## config.mk

```make
export PLATFORM = sky130hd
export DESIGN_NAME = id_decode_stage
export DESIGN_NICKNAME = d
export VERILOG_FILES = /design/src/rtl/decode_pkg.sv /design/src/rtl/decode_comb.sv /design/src/rtl/id_decode_stage.sv
export SDC_FILE = /design/constraint.sdc
export NUM_CORES = 1
export LEC_CHECK = 0
export CAP_MARGIN = 25
export CORE_MARGIN = 2
export CORE_UTILIZATION = 30
export CTS_CLUSTER_SIZE = 30
export DETAILED_ROUTE_END_ITERATION = 8
export GPL_ROUTABILITY_DRIVEN = 0
export PLACE_DENSITY = 0.54
export SYNTH_ARGS = -nofsm -noshare
export SYNTH_HDL_FRONTEND = slang
export SYNTH_SLANG_ARGS = --single-unit
```

## constraint.sdc

```tcl
create_clock -name clk -period 3.3 [get_ports clk]
set_input_delay 0.99 -clock clk [delete_from_list [all_inputs] [get_ports clk]]
set_output_delay 0.99 -clock clk [all_outputs]
set_load 0.01 [all_outputs]
```

## src/rtl/decode_pkg.sv

```systemverilog
// Shared RV32I decode definitions: opcode/funct constants, control-field
// encodings, the packed control bundle carried on out_ctrl, and the NOP bundle.
package decode_pkg;

  localparam logic [6:0] OP_LUI    = 7'b0110111;
  localparam logic [6:0] OP_AUIPC  = 7'b0010111;
  localparam logic [6:0] OP_JAL    = 7'b1101111;
  localparam logic [6:0] OP_JALR   = 7'b1100111;
  localparam logic [6:0] OP_BRANCH = 7'b1100011;
  localparam logic [6:0] OP_LOAD   = 7'b0000011;
  localparam logic [6:0] OP_STORE  = 7'b0100011;
  localparam logic [6:0] OP_IMM    = 7'b0010011;
  localparam logic [6:0] OP_REG    = 7'b0110011;
  localparam logic [6:0] OP_SYSTEM = 7'b1110011;

  localparam logic [6:0] F7_BASE   = 7'h00;
  localparam logic [6:0] F7_ALT    = 7'h20;
  localparam logic [6:0] F7_MULDIV = 7'h01;

  localparam logic [2:0] F3_ADD  = 3'b000;
  localparam logic [2:0] F3_SLL  = 3'b001;
  localparam logic [2:0] F3_SLT  = 3'b010;
  localparam logic [2:0] F3_SLTU = 3'b011;
  localparam logic [2:0] F3_XOR  = 3'b100;
  localparam logic [2:0] F3_SR   = 3'b101;
  localparam logic [2:0] F3_OR   = 3'b110;
  localparam logic [2:0] F3_AND  = 3'b111;

  localparam logic [2:0] F3_BEQ  = 3'b000;
  localparam logic [2:0] F3_BNE  = 3'b001;
  localparam logic [2:0] F3_BLT  = 3'b100;
  localparam logic [2:0] F3_BGE  = 3'b101;
  localparam logic [2:0] F3_BLTU = 3'b110;
  localparam logic [2:0] F3_BGEU = 3'b111;

  localparam logic [2:0] F3_LB   = 3'b000;
  localparam logic [2:0] F3_LH   = 3'b001;
  localparam logic [2:0] F3_LW   = 3'b010;
  localparam logic [2:0] F3_LBU  = 3'b100;
  localparam logic [2:0] F3_LHU  = 3'b101;

  localparam logic [2:0] F3_SB   = 3'b000;
  localparam logic [2:0] F3_SH   = 3'b001;
  localparam logic [2:0] F3_SW   = 3'b010;

  localparam logic [2:0] F3_PRIV    = 3'b000;
  localparam logic [2:0] F3_CSR_RSV = 3'b100;

  typedef enum logic [3:0] {
    ALU_ADD, ALU_SUB, ALU_SLL, ALU_SLT, ALU_SLTU,
    ALU_XOR, ALU_SRL, ALU_SRA, ALU_OR, ALU_AND
  } alu_func_e;

  typedef enum logic [2:0] {
    BR_NONE, BR_EQ, BR_NE, BR_LT, BR_GE, BR_LTU, BR_GEU
  } br_type_e;

  typedef enum logic [2:0] {
    LD_NONE, LD_B, LD_H, LD_W, LD_BU, LD_HU
  } load_type_e;

  typedef enum logic [2:0] {
    IMM_NONE, IMM_I, IMM_S, IMM_B, IMM_U, IMM_J, IMM_Z
  } imm_type_e;

  typedef enum logic [1:0] {
    OP1_RS1, OP1_PC, OP1_ZERO
  } op1_src_e;

  // Field order is MSB first; offsets below follow this order.
  typedef struct packed {
    logic       jump;
    logic       jalr;
    br_type_e   br_type;
    alu_func_e  alu_func;
    op1_src_e   op1_src;
    logic       op2_src;        // 1 = immediate, 0 = rs2
    load_type_e load_type;
    logic       cache_read_en;
    logic [3:0] cache_write_en; // byte strobes
    logic       reg_write_en;
    imm_type_e  imm_type;
    logic       csr_write_en;
  } ctrl_t;

  localparam int CTRL_W        = $bits(ctrl_t);
  localparam int OFS_CSR_WE    = 0;
  localparam int OFS_IMM_TYPE  = 1;
  localparam int OFS_REG_WE    = 4;
  localparam int OFS_CACHE_WE  = 5;
  localparam int OFS_CACHE_RE  = 9;
  localparam int OFS_LOAD_TYPE = 10;
  localparam int OFS_OP2_SRC   = 13;
  localparam int OFS_OP1_SRC   = 14;
  localparam int OFS_ALU_FUNC  = 16;
  localparam int OFS_BR_TYPE   = 20;
  localparam int OFS_JALR      = 23;
  localparam int OFS_JUMP      = 24;

  // addi x0,x0,0
  localparam logic [31:0] NOP_INST = 32'h0000_0013;
  localparam ctrl_t NOP_CTRL = '{
    jump: 1'b0, jalr: 1'b0, br_type: BR_NONE, alu_func: ALU_ADD,
    op1_src: OP1_RS1, op2_src: 1'b1, load_type: LD_NONE,
    cache_read_en: 1'b0, cache_write_en: 4'b0000, reg_write_en: 1'b0,
    imm_type: IMM_I, csr_write_en: 1'b0
  };

  // alt selects SUB for funct3=000 and SRA for funct3=101.
  function automatic alu_func_e alu_decode(input logic [2:0] f3, input logic alt);
    alu_func_e res;
    case (f3)
      F3_ADD:  res = alt ? ALU_SUB : ALU_ADD;
      F3_SLL:  res = ALU_SLL;
      F3_SLT:  res = ALU_SLT;
      F3_SLTU: res = ALU_SLTU;
      F3_XOR:  res = ALU_XOR;
      F3_SR:   res = alt ? ALU_SRA : ALU_SRL;
      F3_OR:   res = ALU_OR;
      default: res = ALU_AND;
    endcase
    return res;
  endfunction

endpackage

```

## src/rtl/decode_comb.sv

```systemverilog
// Combinational RV32I instruction decoder.
// Optional macro RV32M_EN enables M-extension (funct7=0x01) decode.
// Ports: inst (in, 32) -> ctrl (control bundle), illegal, md_en, md_op.
// Illegal encodings always produce NOP_CTRL (no writes, no branch).
module decode_comb
  import decode_pkg::*;
(
  input  logic [31:0] inst,
  output ctrl_t       ctrl,
  output logic        illegal,
  output logic        md_en,
  output logic [2:0]  md_op
);

  logic [6:0] opcode;
  logic [2:0] funct3;
  logic [6:0] funct7;
  ctrl_t      dec;
  logic       bad;
  logic       md;
  logic       unused_regs;

  assign opcode      = inst[6:0];
  assign funct3      = inst[14:12];
  assign funct7      = inst[31:25];
  assign unused_regs = ^{inst[24:15], inst[11:7]};

  always_comb begin
    dec = '0;
    bad = 1'b0;
    md  = 1'b0;
    case (opcode)
      OP_LUI: begin
        dec.reg_write_en = 1'b1;
        dec.op1_src      = OP1_ZERO;
        dec.op2_src      = 1'b1;
        dec.imm_type     = IMM_U;
      end
      OP_AUIPC: begin
        dec.reg_write_en = 1'b1;
        dec.op1_src      = OP1_PC;
        dec.op2_src      = 1'b1;
        dec.imm_type     = IMM_U;
      end
      OP_JAL: begin
        dec.jump         = 1'b1;
        dec.reg_write_en = 1'b1;
        dec.op1_src      = OP1_PC;
        dec.op2_src      = 1'b1;
        dec.imm_type     = IMM_J;
      end
      OP_JALR: begin
        dec.jalr         = 1'b1;
        dec.reg_write_en = 1'b1;
        dec.op2_src      = 1'b1;
        dec.imm_type     = IMM_I;
      end
      OP_BRANCH: begin
        dec.alu_func = ALU_SUB;
        dec.imm_type = IMM_B;
        case (funct3)
          F3_BEQ:  dec.br_type = BR_EQ;
          F3_BNE:  dec.br_type = BR_NE;
          F3_BLT:  dec.br_type = BR_LT;
          F3_BGE:  dec.br_type = BR_GE;
          F3_BLTU: dec.br_type = BR_LTU;
          F3_BGEU: dec.br_type = BR_GEU;
          default: bad = 1'b1;
        endcase
      end
      OP_LOAD: begin
        dec.reg_write_en  = 1'b1;
        dec.cache_read_en = 1'b1;
        dec.op2_src       = 1'b1;
        dec.imm_type      = IMM_I;
        case (funct3)
          F3_LB:   dec.load_type = LD_B;
          F3_LH:   dec.load_type = LD_H;
          F3_LW:   dec.load_type = LD_W;
          F3_LBU:  dec.load_type = LD_BU;
          F3_LHU:  dec.load_type = LD_HU;
          default: bad = 1'b1;
        endcase
      end
      OP_STORE: begin
        dec.op2_src  = 1'b1;
        dec.imm_type = IMM_S;
        case (funct3)
          F3_SB:   dec.cache_write_en = 4'b0001;
          F3_SH:   dec.cache_write_en = 4'b0011;
          F3_SW:   dec.cache_write_en = 4'b1111;
          default: bad = 1'b1;
        endcase
      end
      OP_IMM: begin
        dec.reg_write_en = 1'b1;
        dec.op2_src      = 1'b1;
        dec.imm_type     = IMM_I;
        dec.alu_func     = alu_decode(funct3, (funct3 == F3_SR) && (funct7 == F7_ALT));
        // funct7 is only an opcode field for the shift-immediates
        if ((funct3 == F3_SLL || funct3 == F3_SR) &&
            funct7 != F7_BASE && funct7 != F7_ALT)
          bad = 1'b1;
      end
      OP_REG: begin
        dec.reg_write_en = 1'b1;
        if (funct7 == F7_BASE || funct7 == F7_ALT)
          dec.alu_func = alu_decode(funct3, funct7 == F7_ALT);
`ifdef RV32M_EN
        else if (funct7 == F7_MULDIV)
          md = 1'b1;
`endif
        else
          bad = 1'b1;
      end
      OP_SYSTEM: begin
        if (funct3 == F3_PRIV || funct3 == F3_CSR_RSV) begin
          bad = 1'b1;
        end else begin
          dec.csr_write_en = 1'b1;
          dec.reg_write_en = 1'b1;
          if (funct3[2])
            dec.imm_type = IMM_Z;
          else
            dec.imm_type = IMM_NONE;
        end
      end
      default: bad = 1'b1;
    endcase
  end

  assign ctrl    = bad ? NOP_CTRL : dec;
  assign illegal = bad;
  assign md_en   = md && !bad;
  assign md_op   = md_en ? funct3 : 3'b000;

endmodule

```

## src/rtl/id_decode_stage.sv

```systemverilog
// Registered RV32I decode stage: decodes in_inst and carries the control
// bundle with its PC through a 2-entry skid buffer (valid/ready both sides).
// Optional macro RV32M_EN (via decode_comb) enables M-extension decode.
// Ports:
//   clk, rst_n (async active-low), flush
//   in_valid/in_ready/in_inst/in_pc          upstream handshake
//   out_valid/out_ready/out_pc/out_inst      head entry
//   out_ctrl (CTRL_W), out_illegal, out_md_en, out_md_op
//   ill_count  saturating count of accepted illegal instructions
module id_decode_stage
  import decode_pkg::*;
#(
  parameter int PC_W           = 32,
  parameter int ILL_CNT_W      = 16,
  parameter bit ILLEGAL_AS_NOP = 1'b0
) (
  input  logic                 clk,
  input  logic                 rst_n,
  input  logic                 flush,
  input  logic                 in_valid,
  output logic                 in_ready,
  input  logic [31:0]          in_inst,
  input  logic [PC_W-1:0]      in_pc,
  output logic                 out_valid,
  input  logic                 out_ready,
  output logic [PC_W-1:0]      out_pc,
  output logic [31:0]          out_inst,
  output logic [CTRL_W-1:0]    out_ctrl,
  output logic                 out_illegal,
  output logic                 out_md_en,
  output logic [2:0]           out_md_op,
  output logic [ILL_CNT_W-1:0] ill_count
);

  typedef enum logic [1:0] {EMPTY, ONE, TWO} buf_state_e;

  typedef struct packed {
    logic [PC_W-1:0] pc;
    logic [31:0]     inst;
    ctrl_t           ctrl;
    logic            illegal;
    logic            md_en;
    logic [2:0]      md_op;
  } entry_t;

  buf_state_e state, next_state;
  entry_t     head, tail, new_entry;
  ctrl_t      dec_ctrl;
  logic       dec_illegal, dec_md_en;
  logic [2:0] dec_md_op;
  logic       push, pop;
  logic       load_head_new, load_head_tail, load_tail;

  decode_comb u_decode_comb (
    .inst    (in_inst),
    .ctrl    (dec_ctrl),
    .illegal (dec_illegal),
    .md_en   (dec_md_en),
    .md_op   (dec_md_op)
  );

  assign in_ready  = (state != TWO);
  assign out_valid = (state != EMPTY);
  assign push      = in_valid && in_ready && !flush;
  assign pop       = out_valid && out_ready && !flush;

  always_comb begin
    new_entry.pc      = in_pc;
    new_entry.inst    = (dec_illegal && ILLEGAL_AS_NOP) ? NOP_INST : in_inst;
    new_entry.ctrl    = dec_ctrl;
    new_entry.illegal = dec_illegal && !ILLEGAL_AS_NOP;
    new_entry.md_en   = dec_md_en;
    new_entry.md_op   = dec_md_op;
  end

  always_ff @(posedge clk or negedge rst_n) begin
    if (!rst_n) state <= EMPTY;
    else        state <= next_state;
  end

  // head is always the output entry; tail only holds the skid entry in TWO.
  always_comb begin
    next_state     = state;
    load_head_new  = 1'b0;
    load_head_tail = 1'b0;
    load_tail      = 1'b0;
    if (flush) begin
      next_state = EMPTY;
    end else begin
      case (state)
        EMPTY: begin
          if (push) begin
            next_state    = ONE;
            load_head_new = 1'b1;
          end
        end
        ONE: begin
          if (push && pop) begin
            load_head_new = 1'b1;
          end else if (push) begin
            next_state = TWO;
            load_tail  = 1'b1;
          end else if (pop) begin
            next_state = EMPTY;
          end
        end
        TWO: begin
          if (pop) begin
            next_state     = ONE;
            load_head_tail = 1'b1;
          end
        end
        default: next_state = EMPTY;
      endcase
    end
  end

  always_ff @(posedge clk or negedge rst_n) begin
    if (!rst_n) begin
      head <= '0;
      tail <= '0;
    end else begin
      if (load_head_new)       head <= new_entry;
      else if (load_head_tail) head <= tail;
      if (load_tail)           tail <= new_entry;
    end
  end

  always_ff @(posedge clk or negedge rst_n) begin
    if (!rst_n)
      ill_count <= '0;
    else if (push && dec_illegal && ill_count != '1)
      ill_count <= ill_count + 1'b1;
  end

  assign out_pc      = head.pc;
  assign out_inst    = head.inst;
  assign out_ctrl    = head.ctrl;
  assign out_illegal = head.illegal;
  assign out_md_en   = head.md_en;
  assign out_md_op   = head.md_op;

endmodule

```

=== Word level (Yosys, flattened, before mapping) ===
Cells that the tools add are included.

* Word-level logic and storage cells: 142
* Input bits: 69
* Flip-flop bits (word level): 202

* Reductions and logical operators: 30
* Multiplexer cells: 50
* Add/sub/neg operators: 1
* Eq/ne operators: 27

{| class="wikitable"
|+ Operators with widths
! cell !! count
|-
| $mux W94 || 2
|-
| $pmux W4 S7 || 2
|-
| $pmux W3 S6 || 2
|-
| $eq A7 B6 Y1 const B || 4
|-
| $eq A7 B7 Y1 const B || 4
|-
| $mux W25 || 1
|-
| $pmux W4 S3 || 2
|-
| $mux W1 || 23
|-
| $add A16 B1 Y16 const B || 1
|-
| $ne A16 B16 Y1 const B || 1
|-
| $pmux W3 S5 || 1
|-
| $eq A7 B5 Y1 const B || 2
|-
| $reduce_or A7 Y1 || 2
|-
| $eq A3 B3 Y1 const B || 4
|-
| $mux W2 || 6
|-
| $mux W4 || 3
|-
| $logic_and A1 B1 Y1 || 10
|-
| $ne A3 B3 Y1 const B || 3
|-
| $eq A7 B2 Y1 const B || 1
|-
| $logic_not A7 Y1 || 1
|-
| $ne A7 B6 Y1 const B || 1
|-
| $pmux W1 S7 || 1
|-
| $reduce_bool A7 Y1 || 1
|-
| $eq A3 B2 Y1 const B || 2
|-
| 21 further kinds || 28
|}

=== Logic depth before layout (Yosys ltp) ===
* Depth after elaboration: 8
* Mapped depth: 8

=== By module ===
Synthesis repeated with hierarchy kept, for this count alone.

* Cell total of the unflattened synthesis: 720
* Area total of the unflattened synthesis: 9250.1 µm²

{| class="wikitable"
|+ Modules (own cells, without submodules)
! module !! sequential area each (µm²) !! cells each !! instances !! area each (µm²)
|-
| id_decode_stage || 5154.9 || 602 || 1 || 8486.9
|-
| decode_comb || 0.0 || 118 || 1 || 763.2
|}

=== Worst setup path after synthesis ===
No wires, ideal clock.

* Kind: input -> register
* From: input port in_inst[28]
* To: register ill_count[1]
* Data arrival time: 2.408 ns
* Stages: 6
* Slack: 0.768 ns
* Path through: or4_4 > nor3_4 > o32a_2 > o211ai_4 > nand2_1 > mux2_2

* Cells in the longest elaborated chain, start to end: 7

{| class="wikitable"
|+ RTL lines
! what !! line !! source
|-
| start, declared || id_decode_stage.sv:22 || <nowiki>input logic [31:0] in_inst,</nowiki>
|-
| $reduce_bool A7 Y1 || decode_comb.sv:102 || <nowiki>funct7 != F7_BASE && funct7 != F7_ALT)</nowiki>
|-
| $logic_and A1 B1 Y1 || decode_comb.sv:101 || <nowiki>if ((funct3 == F3_SLL || funct3 == F3_SR) &&</nowiki>
|-
| $logic_and A1 B1 Y1 || decode_comb.sv:102 ||
|-
| $mux W1 || decode_comb.sv:101 ||
|-
| $pmux W1 S7 * || decode_comb.sv:32 || <nowiki>case (opcode)</nowiki>
|-
| $logic_and A1 B1 Y1 * (2 in a row) || id_decode_stage.sv:132 || <nowiki>else if (push && dec_illegal && ill_count != '1)</nowiki>
|-
| end signal, assigned || id_decode_stage.sv:133 || <nowiki>ill_count <= ill_count + 1'b1;</nowiki>
|-
| end, declared || id_decode_stage.sv:32 || <nowiki>output logic [ILL_CNT_W-1:0] ill_count</nowiki>
|}

Mark *: on every way between the ends. The rest lies on a longest branch, timed or not.
A chain may end at the register's enable or synchronous reset.

=== Final worst setup path ===
Same ends and word-level chain as after synthesis.

==> impl_metrics.ini <==
[sta]
rsz0062_at_grt = false
period_share = 0.847
maxSlewViolCount = 0
total_negative_setup_slack_ns = 0
setup_slack_ns = 0.504
hold_violations = 0
period_minus_slack_ns = 2.80
setup-violations-final = 0
fmax_mhz = 358
clock-skew-final_ns = 0.00926
slew-limit-headroom = 0.484
worst_slew_pin_slew_ns = 0.774

[power_and_ir_drop]
static-leakage-power_nw = 5.13
switching_share = 0.283
power-per-cell-area_nw_per_um2 = 559
net_switching_component_of_the_power_mw = 1.83
power.share.clock = 0.331
internal_power_component_mw = 4.62
share_comb_of_total_power = 0.192
seqPwrFrac = 0.477
report.power.total_mw = 6.44
worst_ir_drop_vdd_uv = 276

[yosys]
seq_area_frac_synth = 0.578
edff_count_synth = 0
synth.area.mux_share = 0.0948
synth_simple_gate_area_frac = 0.154
synth_top_family_by_area = simple AND/OR/NAND/NOR gates
synth_compound_gate_area_share = 0.126
mappedNetlistArea_um2 = 8490
synthAdderAreaFrac = 0.00147
synthCells = 787
synth.distinct_cells = 51
postSynth.asyncResetShare = 1.00
synth-warning-count = 0
post_synth_xor_area_fraction = 0.0155
synth_flop_cell = sky130_fd_sc_hd__dfrtp_1
synth_seq_cells = 196
avgSynthCellArea_um2 = 10.8

[finish]
layout.nets = 1040
drive_above_1_share = 0.163
filler_cell_count = 2750
final_util = 0.413
final_common_cell = sky130_fd_sc_hd__dfrtp_1
fin_area_um2 = 11500
mostFrequentLayoutCells = sky130_fd_sc_hd__dfrtp_1, sky130_fd_sc_hd__nand2_1, sky130_fd_sc_hd__clkdlybuf4s50_1
area.growth.synth_to_final_pct = 35.6
antenna-diode-count = 0

[clock_tree]
cts_tree = done
ctsHtreeMaxLevel = 4
cts_resized = 0
max-clock-path-buffers = 2
cts_buffers = 17
worst_skew_pair_latency_ns = 0.44
cts.reportedPaths.clkPinSlew_ns = 0.08
root_buffer = sky130_fd_sc_hd__clkbuf_16
cts.hold.buffers_added = 0
cts.repair_timing.setup_buffer_count = 0
clock-sinks = 196

[worst_setup_path]
crit_path_max_fanout = 12
worstSetupPathType = in -> reg
cp_slowest_stage_delay_ns = 0.58
crit_path_dat_ns = 3.11
crit_required_ns = 3.62
setup.worst_path.start_class = input pin
crit_path_cell_trace = clkdlybuf4s50_1, or4_4, nor3_4, o32a_2, o211ai_4, nand2_1, mux2_2
cpMaxStageDelayCell = sky130_fd_sc_hd__or4_4
critical_path.endpoint_type = flip-flop

[global_routing]
total_routing_usage_gr = 0.161
grt_first_pass_wirelength_mm = 37.0
grt_antenna_before_repair = 0
grt_overflow = 0
grt_pass1_vias = 6660
grt_start_max_net_pins = 68

[placed_design]
port_buffers = 176
worst_setup_slack_post_dpl_ns = 0.0407
placed_cell_area_um2 = 10900
post_detailed_placement_half_perimeter_wirelength_mm = 15.4

[routing]
detailedRoute.firstIterationViolations = 405
detailroute.via_count = 6456
detail_route.first_pass.iterations = 5
drc = 0
finalWirelength_mm = 22.9
post_drt_wl_per_cell_um = 16.8
drtAntennaViolNets = 0
route.detailed.vias_per_inst = 4.74

[worst_hold_path]
hold_path_class = in -> async

[floorplanning]
core-area_um2 = 27900
dieHeight_um = 172
rows = 61
boundary_pins = 181
starting_density_of_the_core = 0.305
fp.dieW_um = 172
overall_die_area_um2 = 29700

[run]
timing.max_cap.violations = 0

[run_status]
run_status = completed
registers in the layout, indices dropped and copies added (netlist names):
signal / count
tail: 89
out_inst: 32
out_pc: 32
out_ctrl: 24
ill_count: 16
state: 2
out_illegal: 1
Yosys cell counts, types with 6 or more instances:
master,count,area share
sky130_fd_sc_hd__dfrtp_1,196,0.58
sky130_fd_sc_hd__nand2_1,193,0.085
sky130_fd_sc_hd__mux2_2,67,0.089
sky130_fd_sc_hd__a22oi_1,66,0.058
sky130_fd_sc_hd__clkbuf_1,36,0.016
sky130_fd_sc_hd__nor2_1,25,0.011
sky130_fd_sc_hd__o21ai_0,25,0.015
sky130_fd_sc_hd__a21oi_1,19,0.011
sky130_fd_sc_hd__and3_1,14,0.010
sky130_fd_sc_hd__xnor2_1,14,0.014
sky130_fd_sc_hd__nand3_1,13,0.0077
sky130_fd_sc_hd__nand2b_1,10,0.0074
sky130_fd_sc_hd__o31ai_1,10,0.0088
sky130_fd_sc_hd__buf_2,9,0.0053
sky130_fd_sc_hd__nor3_1,8,0.0047
sky130_fd_sc_hd__nand4_1,6,0.0044
sky130_fd_sc_hd__o21ai_1,6,0.0035
sky130_fd_sc_hd__o22ai_2,6,0.0088
cell families after synthesis:
logic type | after synthesis
compound gates | 151
xor+xnor | 15
fa+ha+maj | 1
buf+inv | 58
flops | 196
mux | 72
other cells | 1
simple gates | 293
path summary, 6_finish.rpt:
check | slack, ns | cells after the start | startpoint | endpoint
worst max-delay path | 0.50 | 7 | in_inst[28] | ill_count[1]$_DFFE_PN0P_
worst min-delay path | 0.47 | 1 | rst_n | out_pc[19]$_DFFE_PN0P_
worst max register to register | 1.33 | 6 | state[1]$_DFFE_PN0P_ | out_ctrl[13]$_DFFE_PN0P_
worst min register to register | 0.48 | 2 | out_pc[26]$_DFFE_PN0P_ | out_pc[26]$_DFFE_PN0P_
max in group asynchronous | 1.97 | 2 | rst_n | out_inst[18]$_DFFE_PN0P_
min in group clk | 0.48 | 2 | out_pc[26]$_DFFE_PN0P_ | out_pc[26]$_DFFE_PN0P_
metrics by stage:
step,instances,hold WS (ns)
floorplan,790,0.448
global placement,1328,0.461
detailed placement,1328,0.461
CTS,1360,0.462
global route,1361,0.472
finish,1361,0.466
worst max-delay path: cells and delay by family:
kind	cells	cell delay [ns]
and+or+nand+nor	3	0.95
buffers and inverters	1	0.46
muxes	1	0.34
AOI/OAI and AO/OA	2	0.38
routing by layer:
metal | vias to the layer above | GRT usage | wire length, um
met5 | - | 0 | 0
met4 | 0 | 0.0409 | 233
met3 | 13 | 0.0405 | 1110
met2 | 113 | 0.254 | 11000
met1 | 3220 | 0.221 | 10600
li1 | 3110 | - | -
power groups by stage:
stage | sequential (mW) | combinational, mW | clock, mW
after floorplan | 3.15 | 0.499 | 0
after global placement | 3.11 | 1.23 | 0
after detailed placement | 3.11 | 1.25 | 0
after CTS | 3.07 | 1.26 | 2.20
after global routing | 3.13 | 1.37 | 2.29
final | 3.07 | 1.24 | 2.13
layout make-up:
class,count,area (um^2),share of cell area
timing repair buffer,217,2170,0.188
tap,378,473,0.0411
inverter,2,7.51,0.000652
sequential,196,4900,0.426
multi-input combinational,536,3360,0.292
clock inverter,14,170,0.0148
clock buffer,18,429,0.0373
Power figures use the tool's default switching activity.
